File: src/rtl/note_pkg.sv
// note_pkg: shared types and constants for the note sequencer.
//   note_cmd_t  : one queued command, {duration in ms, frequency in Hz}
//   seq_state_t : playback FSM states
//   ADDR_*      : Avalon-MM word addresses
//   RESET_FREQ  : tone frequency presented while nothing has played yet
package note_pkg;

  typedef struct packed {
    logic [15:0] dur_ms;
    logic [15:0] freq_hz;
  } note_cmd_t;

  typedef enum logic [1:0] {
    IDLE,
    LOAD,
    PLAY
  } seq_state_t;

  localparam logic [1:0]  ADDR_CMD   = 2'd0;
  localparam logic [1:0]  ADDR_CTRL  = 2'd1;
  localparam logic [31:0] RESET_FREQ = 32'd1000;

endpackage

File: src/rtl/note_sequencer_if.sv
// note_sequencer_if: Avalon-MM slave bus of the note sequencer.
//   avs_address   : 0 = CMD (W) / STATUS (R), 1 = CTRL (W)
//   avs_write     : single-cycle write strobe
//   avs_writedata : CMD {dur_ms, freq_hz} or CTRL {.., abort}
//   avs_read      : read strobe
//   avs_readdata  : STATUS, zero read latency
// master = CPU side, slave = sequencer side.
interface note_sequencer_if;
  logic [1:0]  avs_address;
  logic        avs_write;
  logic [31:0] avs_writedata;
  logic        avs_read;
  logic [31:0] avs_readdata;

  modport master (
    output avs_address, avs_write, avs_writedata, avs_read,
    input  avs_readdata
  );

  modport slave (
    input  avs_address, avs_write, avs_writedata, avs_read,
    output avs_readdata
  );
endinterface

File: src/rtl/note_fifo.sv
// note_fifo: synchronous FIFO of note commands.
//   clk, reset_n : clock, asynchronous active-low reset
//   push, din    : enqueue din (ignored while full)
//   pop, dout    : dequeue; dout holds the popped entry from the next cycle on
//   flush        : empty the FIFO, overrides push and pop
//   full, empty, count : occupancy
module note_fifo
  import note_pkg::*;
#(
  parameter int DEPTH = 8
) (
  input  logic                     clk,
  input  logic                     reset_n,
  input  logic                     push,
  input  logic                     pop,
  input  logic                     flush,
  input  note_cmd_t                din,
  output note_cmd_t                dout,
  output logic                     full,
  output logic                     empty,
  output logic [$clog2(DEPTH):0]   count
);
  localparam int AW = $clog2(DEPTH);
  localparam int CW = AW + 1;

  note_cmd_t       mem [DEPTH];
  note_cmd_t       head_q;
  logic [AW-1:0]   wr_ptr_q, wr_ptr_d;
  logic [AW-1:0]   rd_ptr_q, rd_ptr_d;
  logic [CW-1:0]   count_q, count_d;
  logic            do_push, do_pop;

  assign full  = (count_q == CW'(DEPTH));
  assign empty = (count_q == '0);
  assign count = count_q;
  assign dout  = head_q;

  // DEPTH is a power of two, so the pointers wrap by plain overflow.
  always_comb begin
    do_push  = push && !full && !flush;
    do_pop   = pop && !empty && !flush;
    wr_ptr_d = wr_ptr_q + AW'(do_push);
    rd_ptr_d = rd_ptr_q + AW'(do_pop);
    count_d  = count_q + CW'(do_push) - CW'(do_pop);
    if (flush) begin
      wr_ptr_d = '0;
      rd_ptr_d = '0;
      count_d  = '0;
    end
  end

  always_ff @(posedge clk or negedge reset_n) begin
    if (!reset_n) begin
      wr_ptr_q <= '0;
      rd_ptr_q <= '0;
      count_q  <= '0;
    end else begin
      wr_ptr_q <= wr_ptr_d;
      rd_ptr_q <= rd_ptr_d;
      count_q  <= count_d;
    end
  end

  // Storage with registered read so it maps onto block RAM.
  always_ff @(posedge clk) begin
    if (do_push) mem[wr_ptr_q] <= din;
    if (do_pop)  head_q <= mem[rd_ptr_q];
  end
endmodule

File: src/rtl/note_sequencer.sv
// note_sequencer: plays queued note commands back to back for the tone
// generator, timing each one in milliseconds.
//   clk, reset_n : clock, asynchronous active-low reset
//   avs          : Avalon-MM slave (CMD push, CTRL abort, STATUS read)
//   tone_freq    : frequency for the tone generator
//   tone_write   : one-cycle strobe when tone_freq takes a new note
//   mute         : 1 gates the speaker off (idle or rest)
//   busy         : 1 while a note/rest is being loaded or timed
module note_sequencer
  import note_pkg::*;
#(
  parameter int FCLK  = 50_000_000,
  parameter int DEPTH = 8
) (
  input  logic              clk,
  input  logic              reset_n,
  note_sequencer_if.slave   avs,
  output logic [31:0]       tone_freq,
  output logic              tone_write,
  output logic              mute,
  output logic              busy
);
  localparam int TICK_CYC = FCLK / 1000;
  localparam int PW       = (TICK_CYC > 1) ? $clog2(TICK_CYC) : 1;
  localparam int CW       = $clog2(DEPTH) + 1;
  localparam logic [PW-1:0] PRESC_LAST = PW'(TICK_CYC - 1);

  seq_state_t      state_q, state_d;
  logic [PW-1:0]   presc_q, presc_d;
  logic [15:0]     ms_q, ms_d;
  logic [31:0]     tone_freq_q, tone_freq_d;
  logic            tone_write_q, tone_write_d;
  logic            mute_q, mute_d;
  logic            ovf_q, ovf_d;

  logic            cmd_push, abort, tick, last_tick;
  logic            fifo_pop, fifo_full, fifo_empty;
  logic [CW-1:0]   fifo_count;
  note_cmd_t       fifo_head;

  assign cmd_push  = avs.avs_write && (avs.avs_address == ADDR_CMD);
  assign abort     = avs.avs_write && (avs.avs_address == ADDR_CTRL) && avs.avs_writedata[0];
  assign tick      = (state_q == PLAY) && (presc_q == PRESC_LAST);
  assign last_tick = tick && (ms_q == 16'd1);

  note_fifo #(.DEPTH(DEPTH)) u_fifo (
    .clk     (clk),
    .reset_n (reset_n),
    .push    (cmd_push),
    .pop     (fifo_pop),
    .flush   (abort),
    .din     (note_cmd_t'(avs.avs_writedata)),
    .dout    (fifo_head),
    .full    (fifo_full),
    .empty   (fifo_empty),
    .count   (fifo_count)
  );

  assign tone_freq  = tone_freq_q;
  assign tone_write = tone_write_q;
  assign mute       = mute_q;
  assign busy       = (state_q != IDLE);

  assign avs.avs_readdata = (avs.avs_read && avs.avs_address == ADDR_CMD)
                          ? {20'b0, 8'(fifo_count), ovf_q, busy, fifo_full, fifo_empty}
                          : 32'd0;

  // State register
  always_ff @(posedge clk or negedge reset_n) begin
    if (!reset_n) begin
      state_q      <= IDLE;
      presc_q      <= '0;
      ms_q         <= '0;
      tone_freq_q  <= RESET_FREQ;
      tone_write_q <= 1'b0;
      mute_q       <= 1'b1;
      ovf_q        <= 1'b0;
    end else begin
      state_q      <= state_d;
      presc_q      <= presc_d;
      ms_q         <= ms_d;
      tone_freq_q  <= tone_freq_d;
      tone_write_q <= tone_write_d;
      mute_q       <= mute_d;
      ovf_q        <= ovf_d;
    end
  end

  // Next state and FIFO pop
  always_comb begin
    state_d  = state_q;
    fifo_pop = 1'b0;
    case (state_q)
      IDLE: begin
        if (!fifo_empty) begin
          fifo_pop = 1'b1;
          state_d  = LOAD;
        end
      end
      LOAD: state_d = PLAY;
      PLAY: begin
        if (last_tick) begin
          if (!fifo_empty) begin
            fifo_pop = 1'b1;
            state_d  = LOAD;
          end else begin
            state_d = IDLE;
          end
        end
      end
      default: state_d = IDLE;
    endcase
    if (abort) begin
      state_d  = IDLE;
      fifo_pop = 1'b0;
    end
  end

  // Outputs and timing datapath
  always_comb begin
    presc_d      = presc_q;
    ms_d         = ms_q;
    tone_freq_d  = tone_freq_q;
    tone_write_d = 1'b0;
    mute_d       = mute_q;
    ovf_d        = ovf_q;

    if (cmd_push && fifo_full) ovf_d = 1'b1;

    // The prescaler is cleared on every pop and keeps running through LOAD,
    // so the LOAD cycle is the first cycle of the first millisecond and
    // LOAD-to-LOAD spacing is exactly dur * TICK_CYC cycles.
    if (state_q != IDLE) presc_d = (presc_q == PRESC_LAST) ? '0 : presc_q + PW'(1);
    if (fifo_pop) presc_d = '0;

    case (state_q)
      LOAD: begin
        ms_d = (fifo_head.dur_ms == 16'd0) ? 16'd1 : fifo_head.dur_ms;
        if (fifo_head.freq_hz != 16'd0) begin
          tone_freq_d  = {16'b0, fifo_head.freq_hz};
          tone_write_d = 1'b1;
          mute_d       = 1'b0;
        end else begin
          mute_d = 1'b1;     // rest: silence instead of a 0 Hz write
        end
      end
      PLAY: begin
        if (tick) ms_d = ms_q - 16'd1;
        if (last_tick && fifo_empty) mute_d = 1'b1;
      end
      default: ;
    endcase

    if (abort) begin
      presc_d      = '0;
      tone_freq_d  = tone_freq_q;
      tone_write_d = 1'b0;
      mute_d       = 1'b1;
      ovf_d        = 1'b0;
    end
  end
endmodule
File: src/flat_wrapper.sv
// flat-port wrapper written by rule: the top's interface ports become plain ports
module note_sequencer_flat import note_pkg::*;
#(
  parameter int FCLK  = 50_000_000,
  parameter int DEPTH = 8
)
  (clk, reset_n, tone_freq, tone_write, mute, busy, avs_avs_address, avs_avs_write, avs_avs_writedata, avs_avs_read, avs_avs_readdata);
  note_sequencer_if avs_i ();
  input  logic clk;
  input  logic reset_n;
  output logic [31:0] tone_freq;
  output logic tone_write;
  output logic mute;
  output logic busy;
  input wire logic [$bits(avs_i.avs_address)-1:0] avs_avs_address;
  input wire logic [$bits(avs_i.avs_write)-1:0] avs_avs_write;
  input wire logic [$bits(avs_i.avs_writedata)-1:0] avs_avs_writedata;
  input wire logic [$bits(avs_i.avs_read)-1:0] avs_avs_read;
  output wire logic [$bits(avs_i.avs_readdata)-1:0] avs_avs_readdata;
  assign avs_i.avs_address = avs_avs_address;
  assign avs_i.avs_write = avs_avs_write;
  assign avs_i.avs_writedata = avs_avs_writedata;
  assign avs_i.avs_read = avs_avs_read;
  assign avs_avs_readdata = avs_i.avs_readdata;
  note_sequencer #(.FCLK(FCLK), .DEPTH(DEPTH)) u_core (.clk(clk), .reset_n(reset_n), .avs(avs_i), .tone_freq(tone_freq), .tone_write(tone_write), .mute(mute), .busy(busy));
endmodule
File: config.mk
export PLATFORM = sky130hd
export DESIGN_NAME = note_sequencer_flat
export DESIGN_NICKNAME = d
export VERILOG_FILES = /design/src/rtl/note_pkg.sv /design/src/rtl/note_sequencer_if.sv /design/src/rtl/note_fifo.sv /design/src/rtl/note_sequencer.sv /design/src/flat_wrapper.sv
export SDC_FILE = /design/constraint.sdc
export NUM_CORES = 1
export LEC_CHECK = 0
export ABC_AREA = 1
export CORE_UTILIZATION = 63
export CTS_CLUSTER_SIZE = 14
export DETAILED_ROUTE_END_ITERATION = 8
export PLACE_DENSITY = 0.82
export RECOVER_POWER = 25
export SYNTH_ARGS = -nofsm -noshare
export SYNTH_HDL_FRONTEND = slang
export SYNTH_SLANG_ARGS = --single-unit
File: constraint.sdc
create_clock -name clk -period 7.4 [get_ports clk]
set_input_delay 1.85 -clock clk [delete_from_list [all_inputs] [get_ports clk]]
set_output_delay 1.85 -clock clk [all_outputs]
set_load 0.05 [all_outputs]
==> results of run 1 <==
## through the flow
step	instance area, um^2	cells	power, W
finish	16870	1715	0.006691
global route	16870	1715	0.007018
CTS	16870	1715	0.006692
detailed placement	15680	1649	0.004865
global placement	15680	1649	0.004786
floorplan	15090	1364	0.004279
## metal layers
| metal | part of all wire | GRT usage |
|---|---|---|
| met5 | 0 | 0 |
| met4 | 0.020 | 0.08497 |
| met3 | 0.073 | 0.03917 |
| met2 | 0.50 | 0.4432 |
| met1 | 0.40 | 0.3451 |
## cells in the final DEF, fill, tap and decap left out, types with 3 or more instances in the layout
cell,n
dfrtp_1,54
bufinv_16,5
nand4_1,13
nand2_1,135
nor2_2,9
o21ai_1,5
inv_2,3
nor3_1,4
nand2_2,4
a21oi_1,20
buf_4,6
o21ai_0,170
nand2_4,3
dlygate4sd3_1,17
edfxtp_1,288
nor2_1,294
clkinv_2,6
xnor2_1,5
conb_1,40
o22ai_1,33
clkdlybuf4s50_1,46
o211ai_1,4
ha_1,16
xor2_1,9
clkbuf_16,37
a31oi_1,35
inv_1,57
clkbuf_1,12
dfstp_2,7
nand3_1,27
clkinv_1,6
nor2_4,10
## worst register-to-register path: stages (launching register included)
cell and delay (ns):
dfrtp_1 0.43, inv_1 0.11, ha_1 0.66, nand3_4 0.23
o21bai_2 0.21, nand2_2 0.26, clkinv_8 0.28, nand2_4 0.09
ha_1 0.28, a21o_1 0.16, a21oi_1 0.15, o21ai_0 0.09
a21oi_1 0.12
## path summary, 6_finish.rpt
path	start	endpoint	slack (ns)	depth (start not counted)
worst max-delay path	avs_avs_address[0]	avs_avs_readdata[4]	1.95	5
worst min-delay path	u_core.tone_freq[5]	u_core.tone_freq[5]	0.48	2
worst max register to register	u_core.state_q[0]	u_core.u_fifo.count[3]	4.26	12
worst min register to register	u_core.tone_freq[5]	u_core.tone_freq[5]	0.48	2
max in group asynchronous	reset_n	u_core.u_fifo.rd_ptr_q[0]	2.46	2
min in group asynchronous	reset_n	u_core.presc_q[0]	2.57	2
## state kept, by name (all words and copies together), names as in the netlist
name / cells
u_core.mute: 1
u_core.state_q: 2
u_core.ms_q: 16
u_core.tone_freq: 16
u_core.u_fifo.mem: 256
u_core.u_fifo.count: 4
u_core.tone_write: 1
u_core.u_fifo.dout: 32
u_core.presc_q: 16
u_core.u_fifo.rd_ptr_q: 3
u_core.u_fifo.wr_ptr_q: 3
u_core.ovf_q: 1
## layout make-up
class                   instances  area, um^2
clock buffers                  48       967.2
clock inverters                18       221.5
fillers                      1505        6118
inverters                      64       255.2
multi-input cells             850        4108
flip-flops and latches        351       10240
well taps                     313       391.6
repair buffers                 71       684.4
## kinds of logic (layout without fill, tap and decap cells)
group,after synthesis,after routing,synth area share
XOR/XNOR,14,14,0.008203
other,1,40,0.0002509
AO/OA/AOI/OAI,272,272,0.09852
buffers and inverters,163,201,0.05457
AND/OR/NAND/NOR,507,507,0.1391
flip-flops,351,351,0.6846
adder cells (fa/ha/maj),17,17,0.01473
## power by group
group / internal (W) / switching, W
Combinational: 0.000639 / 0.00146
Sequential: 0.00252 / 0.000237
Clock: 0.00110 / 0.000734
==> metrics.yaml, run 1 <==
critical_path:
  path_class: "input port to output port"
  end_kind: "output port"
  cp_cell_sequence: "clkdlybuf4s50_1 -> nor2_1 -> nand2_1 -> nor2_1 -> clkdlybuf4s50_1"
  crit_path_max_fanout: 8
  cp_top_family: "buffers and inverters"
  cp.arrival_ns: 3.60
  crit_path_max_incr_delay_ns: 0.82
  crit_path_top_delay_cell: "clkdlybuf4s50_1"
  required_ns: 5.55
  crit_path_start_kind: "input port"
  critPathBufInv: 2
clock_network:
  ctsHoldBuffers: 0
  cts_tree: "yes"
  root_buffer: "clkbuf_16"
  clock_path_buffers: 3
  cts-resized-gates: 0
  cts_inserted_buffers: 36
  cts.reportedPaths.clkPinSlew_ns: 0.06
  post-cts-setup-buffers: 0
  htreeDepth: 2
  cts.sinks: 351
  clk_latency_ns: 0.52
logic_synthesis:
  synth_area_leaders: "edfxtp_1, dfrtp_1, nor2_1"
  ys_types: 42
  syn_area_um2: 14950
  synth_top_area_share: 0.5786
  syn-instance-count: 1325
  synth.top_cells.by_count: "nor2_1, edfxtp_1, o21ai_0"
  ys_seq_elements: 351
  synth_area_per_cell_um2: 11.28
  yosysTopAreaCell: "edfxtp_1"
  ys_seq_area_frac: 0.6846
  synth_warnings: 0
  async_flop_share: 0.1795
  synth.most_common_cell: "nor2_1"
  synth_edf_count: 288
  synthFlopType: "edfxtp_1"
detailed_routing:
  drtPass1Iterations: 7
  detail-route-antenna-nets: 0
  dr.first_iter.drc_count: 877
  drcViolationCount: 0
  vias: 9919
  wl_mm: 30.99
  vias_per_cell: 5.784
  avgRoutedWirePerCell_um: 18.07
sta:
  hold_viol: 0
  slew_headroom: -1.253
  setup_viol: 0
  holdWs_ns: 0.4772
  finalSetupTns_ns: 0
  layout_min_cycle_time_ns: 5.454
  max_freq_mhz: 183.3
  fin_worst_skew_ns: 0.01088
  setup_ws_ns: 1.946
  finalCritPeriodShare: 0.7370
  rsz0062_at_grt: "no"
  slew_viol_final: 64
  tightestPinTransition_ns: 3.380
power_and_ir_drop:
  p_leak_nw: 6.105
  ir_drop_mv: 0.2701
  power_density_nw_per_um2: 396.7
placed_design:
  hpwl_mm: 17.46
  place_ws_ns: 1.933
  io_buffer_count: 64
  gp_congestion: 0.9001
floorplanning:
  coreArea_um2: 22980
  io_pins: 105
  dieArea_um2: 24350
  start_util: 0.6504
  die_x_um: 156.0
  num_rows: 55
  die_h_um: 156.0
global_routing:
  grt-ovfl-total: 0
  grt_use_total: 0.2601
  grt_start_max_net_pins: 86
  antenna_found_initial: 0
  grt_pass1_vias: 9448
  grt_pass1_wl_mm: 48.51
final_layout:
  post-route-util: 0.7338
  antennaDiodeCount: 0
  layout.nets: 1429
  drive_above_1_share: 0.07347
  syn_to_final_growth_pct: 12.83
status:
  violations: "capacitance limit, slew limit"
  outcome: "finished with violations"
hold_path:
  hold_path.class: "flip-flop to flip-flop"
job:
  cap_viol_max_count: 1
Note: power is estimated with default switching activity, not from simulation.
==> run 2: changes to the inputs <==
Settings changed: CORE_UTILIZATION 63 to 53, PLACE_DENSITY 0.82 to 0.73.
Clock period 7.4 ns to 4.58 ns, I/O delays scaled along.
==> run 2 against run 1 <==
The flow still finishes with violations (capacitance limit, slew limit). Register-to-register slack worse by 2.6 ns. Combinational power is 64% higher. Critical endpoint is now avs_avs_readdata[7]. Count of clock-buffer cells in the layout increased by 7. Sequential power rose by 60%. Sequential share of layout area down 0.73 points. Global-route usage decreased by 4.1 points. Highest routed layer unchanged. Worst setup slack got worse by 1.4 ns. Non-clock buffer count grew 11. Sequential cell count is the same. Clock power increased by 58%.
==> metrics.yaml, run 2 (synthesis gave the netlist of run 1 again) <==
status:
  outcome: "finished with violations"
  violations: "capacitance limit, slew limit"
critical_path:
  cp.arrival_ns: 2.90  # -0.70 ns
  path_class: "input port to output port"
  required_ns: 3.43  # -2.12 ns
  crit_path_max_incr_delay_ns: 0.82  # about the same
  cp_top_family: "buffers and inverters"
  crit_path_top_delay_cell: "clkdlybuf4s50_1"
  critPathBufInv: 2  # unchanged
  crit_path_start_kind: "input port"
  cp_cell_sequence: "clkdlybuf4s50_1 -> nor2_1 -> nand2_1 -> nor2_1 -> clkdlybuf4s50_1"
  end_kind: "output port"
  crit_path_max_fanout: 8  # unchanged
placed_design:
  hpwl_mm: 18.10  # +3.6%
  gp_congestion: 0.8871  # -1.4%
  io_buffer_count: 64  # unchanged
detailed_routing:
  drtPass1Iterations: 5  # -2
  vias_per_cell: 5.433  # -6.1%
  vias: 9730  # -1.9%
  wl_mm: 31.00  # about the same
  detail-route-antenna-nets: 0  # unchanged
  drcViolationCount: 0  # unchanged
  avgRoutedWirePerCell_um: 17.31  # -4.2%
  dr.first_iter.drc_count: 863  # -1.6%
sta:
  finalSetupTns_ns: 0  # unchanged
  layout_min_cycle_time_ns: 4.042
  holdWs_ns: 0.4755  # -0.001683 ns
  setup_viol: 0  # unchanged
  slew_viol_final: 39  # -39%
  rsz0062_at_grt: "no"
  finalCritPeriodShare: 0.8825
  max_freq_mhz: 247.4
  tightestPinTransition_ns: 2.074  # -1.306 ns
  fin_worst_skew_ns: 0.01979  # +0.008908 ns
  hold_viol: 0  # unchanged
  slew_headroom: -0.3830  # +0.8704
job:
  cap_viol_max_count: 1  # unchanged
floorplanning:
  start_util: 0.5381  # -0.1123
  coreArea_um2: 27780  # +21%
  die_h_um: 169.9  # +8.9%
  io_pins: 105  # unchanged
  num_rows: 61  # +11%
  dieArea_um2: 28880  # +19%
  die_x_um: 169.9  # +8.9%
power_and_ir_drop:
  power_density_nw_per_um2: 630.5  # +59%
  ir_drop_mv: 0.3471  # +29%
  p_leak_nw: 6.180  # +1.2%
final_layout:
  drive_above_1_share: 0.08493  # +0.01146
  syn_to_final_growth_pct: 14.20
  layout_commonest_cell: "nor2_1"
  post-route-util: 0.6144  # -0.1194
  largest_reg_flops: 256  # unchanged
  top_register: "u_core.u_fifo.mem"
  antennaDiodeCount: 0  # unchanged
  final_cell_mix: "nor2_1, edfxtp_1, o21ai_0"
  layout.nets: 1441  # +0.84%
clock_network:
  clock_path_buffers: 3  # unchanged
  cts_inserted_buffers: 37  # +2.8%
  cts_tree: "yes"
  post-cts-setup-buffers: 0  # unchanged
  ctsHoldBuffers: 0  # unchanged
  htreeDepth: 2  # unchanged
  cts-resized-gates: 0  # unchanged
  cts.sinks: 351  # unchanged
  cts.reportedPaths.clkPinSlew_ns: 0.06  # about the same
  clk_latency_ns: 0.53  # about the same
  root_buffer: "clkbuf_16"
global_routing:
  grt_pass1_wl_mm: 48.98  # +0.95%
  antenna_found_initial: 0  # unchanged
  grt_use_total: 0.2190  # -0.04108
  grt-ovfl-total: 0  # unchanged
  grt_pass1_vias: 9273  # -1.9%
  grt_start_max_net_pins: 98  # +14%
hold_path:
  hold_path.class: "flip-flop to flip-flop"
-- run 2: cell types whose count changed in the layout (fill, tap and decap cells not counted), moves of 2 or more --
cell | before | now
clkdlybuf4s50_1 | 46 | 43
buf_12 | 0 | 2
dlygate4sd3_1 | 17 | 20
buf_4 | 6 | 16
clkbuf_8 | 0 | 7
inv_6 | 2 | 0
bufinv_16 | 5 | 1
clkinv_1 | 6 | 1
-- run 2: power by group --
part | leakage, nW | switching (W) | internal, W | total [W]
registers | 3.39 | 0.000341 | 0.00407 | 0.00441
logic | 2.21 | 0.00240 | 0.00106 | 0.00345
clock network | 0.579 | 0.00119 | 0.00171 | 0.00290
-- run 2: path summary, 6_finish.rpt --
path	from	slack, ns	cells after the start	endpoint
worst max-delay path	avs_avs_address[0]	0.54	5	avs_avs_readdata[7]
worst min-delay path	u_core.tone_freq[5]	0.48	2	u_core.tone_freq[5]
worst max register to register	u_core.presc_q[0]	1.67	13	u_core.u_fifo.count[2]
worst min register to register	u_core.tone_freq[5]	0.48	2	u_core.tone_freq[5]
max in group asynchronous	reset_n	1.89	1	u_core.u_fifo.rd_ptr_q[0]
min in group asynchronous	reset_n	1.22	1	u_core.presc_q[0]
-- run 2: metal layers --
layer | share of wire | wire [um] | vias to the layer above | track usage
met4 | 0.019 | 603 | 0 | 0.06737
met1 | 0.43 | 13210 | 4721 | 0.2941
li1 | - | - | 4666 | -
met5 | 0 | 0 | - | 0
met3 | 0.055 | 1717 | 48 | 0.02907
met2 | 0.50 | 15480 | 295 | 0.3721
-- run 2: tightest hold or removal path: stages, from the launching register on --
cell	delay [ns]
dfstp_2	0.37
o21ai_0	0.06
nand2_1	0.05
-- run 2: layout make-up --
class                           instances  area [um^2]
Inverter                               64        255.2
Tap cell                              378        473.0
Clock buffer                           55         1085
Sequential cell                       351        10240
Timing Repair Buffer                   82        794.5
Fill cell                            2206        10710
Multi-Input combinational cell        850         4108
Clock inverter                         11        116.4
-- run 2: stage by stage --
| stage | power [W] | setup WS [ns] | cell area [um^2] | instances |
|---|---|---|---|---|
| after floorplan | 0.006913 | 1.023 | 15090 | 1364 |
| after global placement | 0.007833 | 0.5395 | 15870 | 1725 |
| after detailed placement | 0.007923 | 0.5222 | 15870 | 1725 |
| after CTS | 0.01084 | 0.5172 | 17070 | 1791 |
| after global routing | 0.01139 | 0.4250 | 17070 | 1791 |
| final | 0.01076 | 0.5381 | 17070 | 1791 |
